--- config.mk ---
export PLATFORM = sky130hd
export DESIGN_NAME = apb_cmd_master
export DESIGN_NICKNAME = d
export VERILOG_FILES = /design/src/rtl/apb_pkg.sv /design/src/rtl/sync_fifo.sv /design/src/rtl/apb_cmd_master.sv
export SDC_FILE = /design/constraint.sdc
export NUM_CORES = 1
export LEC_CHECK = 0
export CAP_MARGIN = 20
export CORE_MARGIN = 2
export CORE_UTILIZATION = 55
export CTS_CLUSTER_DIAMETER = 80
export DETAILED_ROUTE_END_ITERATION = 10
export MAX_ROUTING_LAYER = met4
export PLACE_DENSITY = 0.92
export SLEW_MARGIN = 20
export SYNTH_ARGS = -nofsm -noshare
export SYNTH_HDL_FRONTEND = slang
export SYNTH_SLANG_ARGS = --single-unit
--- constraint.sdc ---
create_clock -name sys_clk -period 7 [get_ports sys_clk]
set_clock_uncertainty 0.1 [all_clocks]
set_input_delay 0.7 -clock sys_clk [delete_from_list [all_inputs] [get_ports sys_clk]]
set_output_delay 0.7 -clock sys_clk [all_outputs]
set_load 0.005 [all_outputs]
--- src/rtl/apb_pkg.sv ---
// Shared APB types: FSM state encoding plus default-width command/response
// views for blocks and benches that talk to the command master.
package apb_pkg;

  localparam int APB_ADDR_W = 12;
  localparam int APB_DATA_W = 32;
  localparam int APB_STRB_W = APB_DATA_W / 8;

  typedef enum logic [1:0] {
    ST_IDLE   = 2'd0,
    ST_SETUP  = 2'd1,
    ST_ACCESS = 2'd2,
    ST_RESP   = 2'd3
  } apb_state_e;

  typedef struct packed {
    logic                  write;
    logic [APB_ADDR_W-1:0] addr;
    logic [APB_DATA_W-1:0] wdata;
    logic [APB_STRB_W-1:0] strb;
  } apb_cmd_t;

  typedef struct packed {
    logic [APB_DATA_W-1:0] rdata;
    logic                  err;
    logic                  timeout;
  } apb_rsp_t;

endpackage

--- src/rtl/sync_fifo.sv ---
// Small synchronous FIFO with registered full/empty flags and a
// fall-through head (dout always shows the oldest entry).
module sync_fifo #(
  parameter int WIDTH = 8,
  parameter int DEPTH = 4
) (
  input  logic             clk,
  input  logic             rst,
  input  logic             push,
  input  logic [WIDTH-1:0] din,
  input  logic             pop,
  output logic [WIDTH-1:0] dout,
  output logic             full,
  output logic             empty
);
  localparam int AW = (DEPTH > 1) ? $clog2(DEPTH) : 1;

  logic [WIDTH-1:0] mem [DEPTH];
  logic [AW-1:0]    wr_ptr, rd_ptr;
  logic [AW:0]      count, count_nxt;
  logic             do_push, do_pop;

  assign do_push = push & ~full;
  assign do_pop  = pop & ~empty;
  assign dout    = mem[rd_ptr];

  // Occupancy after this cycle; a simultaneous push and pop cancel out.
  always_comb begin
    count_nxt = count;
    case ({do_push, do_pop})
      2'b10:   count_nxt = count + 1'b1;
      2'b01:   count_nxt = count - 1'b1;
      default: count_nxt = count;
    endcase
  end

  // Pointers and flags; DEPTH is a power of two so pointers wrap naturally.
  always_ff @(posedge clk) begin
    if (rst) begin
      wr_ptr <= '0;
      rd_ptr <= '0;
      count  <= '0;
      full   <= 1'b0;
      empty  <= 1'b1;
    end else begin
      if (do_push) wr_ptr <= wr_ptr + 1'b1;
      if (do_pop)  rd_ptr <= rd_ptr + 1'b1;
      count <= count_nxt;
      full  <= (count_nxt == (AW+1)'(DEPTH));
      empty <= (count_nxt == '0);
    end
  end

  // Storage needs no reset; stale entries are never visible while empty.
  always_ff @(posedge clk) begin
    if (do_push) mem[wr_ptr] <= din;
  end

endmodule

--- src/rtl/apb_cmd_master.sv ---
// Converts queued valid/ready commands into single APB4 transfers
// (SETUP then ACCESS) and returns read data / error / timeout status.
module apb_cmd_master
  import apb_pkg::*;
#(
  parameter int ADDR_W     = APB_ADDR_W,
  parameter int DATA_W     = APB_DATA_W,
  parameter int FIFO_DEPTH = 4,
  parameter int TIMEOUT    = 16
) (
  input  logic                sys_clk,
  input  logic                sys_rst,
  input  logic                cmd_valid,
  output logic                cmd_ready,
  input  logic                cmd_write,
  input  logic [ADDR_W-1:0]   cmd_addr,
  input  logic [DATA_W-1:0]   cmd_wdata,
  input  logic [DATA_W/8-1:0] cmd_strb,
  output logic                rsp_valid,
  input  logic                rsp_ready,
  output logic [DATA_W-1:0]   rsp_rdata,
  output logic                rsp_err,
  output logic                rsp_timeout,
  output logic                tim_psel,
  output logic                tim_penable,
  output logic                tim_pwrite,
  output logic [ADDR_W-1:0]   tim_paddr,
  output logic [DATA_W-1:0]   tim_pwdata,
  output logic [DATA_W/8-1:0] tim_pstrb,
  input  logic                tim_pready,
  input  logic [DATA_W-1:0]   tim_prdata,
  input  logic                tim_pslverr
);
  localparam int STRB_W = DATA_W / 8;
  // Wide enough to hold TIMEOUT itself (counter passes TIMEOUT-1 on abort).
  localparam int WD_W   = $clog2(TIMEOUT + 1);

  typedef struct packed {
    logic              write;
    logic [ADDR_W-1:0] addr;
    logic [DATA_W-1:0] wdata;
    logic [STRB_W-1:0] strb;
  } cmd_t;

  cmd_t            cmd_in, head;
  logic            fifo_full, fifo_empty;
  apb_state_e      state, state_nxt;
  logic            load;        // head -> bus registers, pop FIFO, enter SETUP
  logic            done;        // ACCESS ends this cycle (ready or abort)
  logic            abort;       // watchdog fired this cycle
  logic [WD_W-1:0] wd_cnt;
  logic            wd_expired;

  assign cmd_in = '{write: cmd_write, addr: cmd_addr, wdata: cmd_wdata, strb: cmd_strb};

  sync_fifo #(
    .WIDTH ($bits(cmd_t)),
    .DEPTH (FIFO_DEPTH)
  ) u_fifo (
    .clk   (sys_clk),
    .rst   (sys_rst),
    .push  (cmd_valid & cmd_ready),
    .din   (cmd_in),
    .pop   (load),
    .dout  (head),
    .full  (fifo_full),
    .empty (fifo_empty)
  );

  // Full flag is a flop, so cmd_ready is registered too.
  assign cmd_ready = ~fifo_full;

  // Bus phase and response-valid are decoded straight from the state flop.
  assign tim_psel    = (state == ST_SETUP) || (state == ST_ACCESS);
  assign tim_penable = (state == ST_ACCESS);
  assign rsp_valid   = (state == ST_RESP);

  // The TIMEOUT-th stalled ACCESS cycle is the last one tolerated.
  assign wd_expired = (wd_cnt == WD_W'(TIMEOUT - 1));

  // State register; reset drops any in-flight transfer without a response.
  always_ff @(posedge sys_clk) begin
    if (sys_rst) state <= ST_IDLE;
    else         state <= state_nxt;
  end

  // Next-state logic and the per-cycle load/complete strobes.
  always_comb begin
    state_nxt = state;
    load      = 1'b0;
    done      = 1'b0;
    abort     = 1'b0;
    case (state)
      ST_IDLE: begin
        if (!fifo_empty) begin
          state_nxt = ST_SETUP;
          load      = 1'b1;
        end
      end
      ST_SETUP: state_nxt = ST_ACCESS;
      ST_ACCESS: begin
        // pready wins over the watchdog on the final allowed cycle.
        if (tim_pready) begin
          state_nxt = ST_RESP;
          done      = 1'b1;
        end else if (wd_expired) begin
          state_nxt = ST_RESP;
          done      = 1'b1;
          abort     = 1'b1;
        end
      end
      ST_RESP: begin
        if (rsp_ready) begin
          if (!fifo_empty) begin
            state_nxt = ST_SETUP;
            load      = 1'b1;
          end else begin
            state_nxt = ST_IDLE;
          end
        end
      end
      default: state_nxt = ST_IDLE;
    endcase
  end

  // Watchdog: cleared in SETUP, counts stalled ACCESS cycles.
  always_ff @(posedge sys_clk) begin
    if (sys_rst || state == ST_SETUP)
      wd_cnt <= '0;
    else if (state == ST_ACCESS && !tim_pready)
      wd_cnt <= wd_cnt + 1'b1;
  end

  // Bus address/control/data registers: loaded on entry to SETUP and held
  // through ACCESS; strobes are zero for reads and outside a transfer.
  always_ff @(posedge sys_clk) begin
    if (sys_rst) begin
      tim_pwrite <= 1'b0;
      tim_paddr  <= '0;
      tim_pwdata <= '0;
      tim_pstrb  <= '0;
    end else if (load) begin
      tim_pwrite <= head.write;
      tim_paddr  <= head.addr;
      tim_pwdata <= head.wdata;
      tim_pstrb  <= head.write ? head.strb : '0;
    end else if (done) begin
      tim_pstrb  <= '0;
    end
  end

  // Response capture at the end of ACCESS; held until the next transfer ends.
  always_ff @(posedge sys_clk) begin
    if (sys_rst) begin
      rsp_rdata   <= '0;
      rsp_err     <= 1'b0;
      rsp_timeout <= 1'b0;
    end else if (done) begin
      rsp_timeout <= abort;
      rsp_err     <= abort | tim_pslverr;
      rsp_rdata   <= (abort || tim_pwrite) ? '0 : tim_prdata;
    end
  end

endmodule

==> results of run 1 <==
-- cells by family (layout without fill, tap and decap cells) --
group	Yosys count	count (layout)	share of synthesized area, %
XOR/XNOR	4	4	0.317
AND/OR/NAND/NOR	124	124	5.60
flip-flops	297	297	71.5
buffers and inverters	61	243	2.69
multiplexers	51	51	10.2
AO/OA/AOI/OAI	156	156	8.19
other	0	2	0
adder cells (fa/ha/maj)	13	13	1.54
-- power groups by stage --
| stage | Clock (mW) | Combinational (mW) | Sequential, mW |
|---|---|---|---|
| after global routing | 1.65 | 1.38 | 2.36 |
| final | 1.57 | 1.28 | 2.32 |
| after detailed placement | 0 | 1.27 | 2.36 |
| after global placement | 0 | 1.22 | 2.35 |
| after floorplan | 0 | 0.870 | 2.25 |
| after CTS | 1.58 | 1.29 | 2.33 |
-- placed cells by master, fill, tap and decap left out, drive strengths merged, types with 2 or more instances in the layout --
cell / Yosys / layout
clkbuf: 27 / 34
inv: 8 / 10
nand4: 5 / 5
clkinv: 0 / 10
nor2b: 5 / 5
mux4: 49 / 49
nand2b: 4 / 4
o211ai: 4 / 4
a211oi: 3 / 3
a21oi: 60 / 60
nor2: 41 / 41
ha: 12 / 12
o21ai: 49 / 49
or3: 2 / 2
clkdlybuf4s50: 0 / 172
and3b: 2 / 2
dfxtp: 101 / 101
bufinv: 0 / 3
clkinvlp: 0 / 5
nand2: 4 / 4
a22oi: 32 / 32
edfxtp: 196 / 196
nand3: 47 / 47
o31ai: 2 / 2
buf: 26 / 9
xnor2: 3 / 3
mux2i: 2 / 2
diode: 0 / 2
and2: 5 / 5
or2: 2 / 2
-- path summary, 6_finish.rpt --
kind / slack, ns / start / cells after the start / to
worst max-delay path: 3.48 / state[0] / 9 / u_fifo.empty
worst min-delay path: 0.38 / tim_pwdata[1] / 2 / tim_pwdata[1]
worst max register to register: 3.48 / state[0] / 9 / u_fifo.empty
worst min register to register: 0.38 / tim_pwdata[1] / 2 / tim_pwdata[1]
-- stage by stage --
step                hold slack, ns  instances  power [mW]  instance area (um2)  worst slack, ns
finish                       0.379       1155        5.17                13900             3.48
global route                 0.406       1155        5.40                13900             3.29
CTS                          0.378       1153        5.20                13900             3.48
detailed placement           0.369       1099        3.64                12900             3.39
global placement             0.360       1099        3.58                12900             3.46
floorplan                    0.352        706        3.12                11100             4.06
-- state kept, by name, indices dropped and copies added, names as in the netlist, 3 cells and up, named ones only --
signal	flops
tim_pstrb	4
u_fifo.mem	196
wd_cnt	5
tim_paddr	12
rsp_rdata	32
tim_pwdata	32
u_fifo.count	3
-- cell type report --
type / instances / share of cell area [%]
Sequential cell: 297 / 56.8
Clock inverter: 20 / 1.52
Timing Repair Buffer: 181 / 12.8
Multi-Input combinational cell: 348 / 20.7
Clock buffer: 34 / 5.49
Tap cell: 265 / 2.38
Inverter: 8 / 0.216
Antenna cell: 2 / 0.0359
-- per-layer routing --
metal / global-route usage (%) / up-vias
met4: 5.05 / 0
li1: - / 3051
met2: 38.9 / 291
met3: 4.20 / 46
met5: - / -
met1: 28.7 / 3414
-- worst min-delay path: stages, from the launching register on --
cell and delay (ns):
dfxtp_1 0.31, o21ai_0 0.06, a21oi_1 0.06
==> run metrics, run 1 <==
post-layout minimum cycle time 3.52 ns; clock share of power between 30% and 40%; Die Y 146 um; DR vias/cell 5.89; Gate Count Post-Synth 706; # IOs approximately 170; vias in the first global route 6921; Leak 4.52 nW; RD Place Congestion 0.767; Buf+Inv Stages, Crit Path 1; Critical Path Max Stage Delay 0.79 ns; final setup fails 0; fin crit share 50.3%; P_sw 1.52 mW; synthesized flop and latch total 297; fillcell total 1226; Mapped Area 11100 um2; # Max-Cap Violations 0; cts bufs inserted 29; Final nets 965; largest net degree at the start of global routing 98; Net Sw Frac 29.4%; Setup crit end kind flop; Synth area leaders edfxtp_1, dfxtp_1, mux4_2; hold_buf cts 0; worst endpoint required time 7.32 ns; Area Growth Syn to Fin 25.9%; layout cell share with drive strength beyond 1 14.0%; row count 51; Clock transition at path regs 0.06 ns; Synth area leader edfxtp_1; EDFF count, synth 196; HP Class reg2reg; Post-CTS Setup Bufs 0; Wirelength per Cell around 21 um; CP Max Fanout 53; Worst-Margin Slew 1.09 ns; drt drc 0; final WL between 20000 and 25000 um; Cell Chain, Critical Path inv_1 -> ha_1 -> or2_2 -> nor2_1 -> ha_1 -> fa_1 -> xnor2_1 -> or3_1 -> a31o_2; syn nets 806; post-synthesis sequential area ratio 71.5%; Metal-1 WL 9750 um; DR WL met3 1680 um; initial core utilization 56.5%; clock latency on the worst-skew pair about 0.54 ns; Root Driver clkbuf_16; internal power 3.65 mW; CP max stage cell or2_2; CP most frequent cell ha_1; Highest Signal Layer met4; Mean Syn Cell Area approximately 16 um2; vias post-DR between 6000 and 7000; Layout Utilization 71.1%; CP startpoint kind flop; Post-synth ARST share 0%; WL met2 12300 um; unrepaired setup endpoints after global routing no; GR Util All Layers 22.8%; Die X-Extent 146 um; H-tree Lvls 1; Port Buf Inserts 173; Max IR drop VDD 0.261 mV; synthesis warning total 0; CTS tree yes; Die Area between 20000 and 25000 um2; Clock Sinks a little under 300; Final Hold Viols 0; outcome finished clean; setup_tns 0 ns; PwrDens 371 nW/um2; core box area ~20000 um2; Reg power frac between 40% and 50%; Worst Path Arrival 3.84 ns; Max Slew Vio Count 0; post-DP HPWL 13900 um; count leader, synth edfxtp_1; post-route ant nets 0; grt total ovfl 0; Slew HR 27.7%; initial antenna violation count 2; Fmax achieved 284 MHz; cts repair resizes 0; first-pass GRT wire length 37500 um; critical path class reg2reg; first-pass detailed-route iteration total 5; Logic pwr share 24.7%; Starting DRT DRC Count 610; Synth Flop Type edfxtp_1; clk buf depth 3; CP top delay family simple AND/OR/NAND/NOR gates; register area 7910 um2; area of the multi-input gates 2880 um2; Yosys top cell area share 53.2%; synth cell count leaders edfxtp_1, dfxtp_1, a21oi_1; Netlist cell types 47
No activity file was read; power rests on OpenSTA's default activity.
==> run 2: changes to the inputs <==
CORE_UTILIZATION = 53   (was 55)
PLACE_DENSITY = 0.9   (was 0.92)
clock period = 3.3 ns   (was 7 ns; I/O delays follow)
==> run metrics, run 2 (synthesis results as in run 1) <==
Slew HR 27.5% (-0.14 points); post-route ant nets 0 (unchanged); DR vias/cell 5.74 (-2.6%); # IOs 174 (unchanged); H-tree Lvls 1 (unchanged); Die Y 148 um (+1.8%); critical path class reg2reg; Die X-Extent 148 um (+1.8%); CP Max Fanout 5 (-91%); setup_tns 0 ns (unchanged); initial core utilization 54.3% (-2.1 points); Port Buf Inserts 173 (unchanged); hold path start tim_pslverr; worst endpoint required time 3.63 ns (-3.69 ns); cts bufs inserted 28 (-3.4%); Top Registers u_fifo.mem: 196 flops, rsp_rdata: 32 flops, tim_pwdata: 32 flops; final setup fails 0 (unchanged); first-pass detailed-route iteration total 7 (+2); commonest non-fill, non-tap cell in the layout edfxtp_1; Setup crit end kind flop; drt drc 0 (unchanged); Final Hold Viols 0 (unchanged); largest net degree at the start of global routing 98 (unchanged); launch point of the worst path state[1]; CP startpoint kind flop; worst hold slack 0.295 ns (-0.0834 ns); outcome finished clean; CTS tree yes; Clock Sinks 297 (unchanged); Leak 4.57 nW (+1.1%); Post-CTS Setup Bufs 0 (unchanged); Worst Path Arrival 3.08 ns (-0.76 ns); Reg-to-Reg Start state[1]; Final nets 973 (+0.83%); unrepaired setup endpoints after global routing no; layout cell share with drive strength beyond 1 13.9% (-0.11 points); fin crit share 83.2% (+33 points); Starting DRT DRC Count 493 (-19%); commonest cells after routing, fill and taps aside edfxtp_1, clkdlybuf4s50_1, dfxtp_1; cts repair resizes 0 (unchanged); HP Class in2reg; final WL 23500 um (-2.6%); first-pass GRT wire length 36900 um (-1.7%); Fmax achieved 364 MHz (+28%); core box area 20400 um2 (+4.0%); clk buf depth 3 (unchanged); vias in the first global route 6784 (-2.0%); post-layout minimum cycle time 2.75 ns (-0.777 ns); GR Util All Layers 22.0% (-0.80 points); PwrDens 780 nW/um2 (+110%); clock latency on the worst-skew pair 0.53 ns (about the same); vias post-DR 6694 (-1.6%); grt total ovfl 0 (unchanged); initial antenna violation count 1 (-1); Area Growth Syn to Fin 26.8%; Clock transition at path regs 0.06 ns (about the same); Max Slew Vio Count 0 (unchanged); Wirelength per Cell 20.2 um (-3.6%); # Max-Cap Violations 0 (unchanged); RD Place Congestion 0.753 (-1.9%); Overall Power 10.9 mW (+110%); Max IR drop VDD 0.479 mV (+84%); hold_buf cts 0 (unchanged); Worst-Margin Slew 1.09 ns (+0.00211 ns); Largest Register u_fifo.mem; max reg flops 196 (unchanged); Die Area 22000 um2 (+3.7%); post-DP HPWL 14100 um (+1.7%); row count 52 (+2.0%); worst reg2reg setup slack 0.55 ns (-2.92 ns); Root Driver clkbuf_16
==> run 2: cell count changes in the layout (fill, tap and decap cells not counted), moves of 2 or more <==
cell        change
clkbuf_8        +6
clkinv_2        -6
buf_4           +5
clkbuf_1        +5
buf_12          +4
clkinvlp_4      -4
bufinv_16       -2
==> run 2: per-stage QoR <==
step / util [%] / area [um2] / worst slack [ns] / std cells
final: 68.8 / 14000 / 0.554 / 1167
after global routing: 68.8 / 14000 / 0.329 / 1166
after CTS: 68.8 / 14000 / 0.546 / 1165
after detailed placement: 64.2 / 13100 / 0.537 / 1113
after global placement: 64.2 / 13100 / 0.605 / 1113
after floorplan: - / 11100 / 0.367 / 706
==> run 2: worst paths after layout <==
check                   to  depth (start not counted)
min                rsp_err                          3
max            u_fifo.full                          9
max reg2reg    u_fifo.full                          9
min reg2reg  tim_pwdata[9]                          2
==> run 2: final cells by class <==
cell class              count  area, um2
flip-flops and latches    297       7910
fillers                  1314       6340
multi-input cells         348       2880
repair buffers            190       1910
clock buffers              47        898
well taps                 270        338
clock inverters             5       50.0
inverters                   8       30.0
diodes                      2       5.00
==> run 2: metal layers <==
metal	up-vias	part of all wire, %	track usage (%)
li1	3056	-	-
met1	3321	40	28.2
met2	282	50	36.4
met3	35	8.0	4.36
met4	0	1.7	6.10
met5	-	0	-
==> run 2: report_power, final <==
group	switching, mW	total, mW	internal [mW]	leakage, nW
registers	0.338	4.84	4.51	2.62
clock network	1.30	3.22	1.92	0.463
logic	1.48	2.87	1.39	1.49
==> run 2: critical path, stage by stage, from the launching register on <==
cell and delay (ns):
dfxtp_1 0.40, inv_1 0.11, ha_1 0.40, or2_2 0.16, nor2_1 0.05, ha_1 0.23
fa_1 0.44, xnor2_1 0.15, or3_1 0.35, a211oi_1 0.27
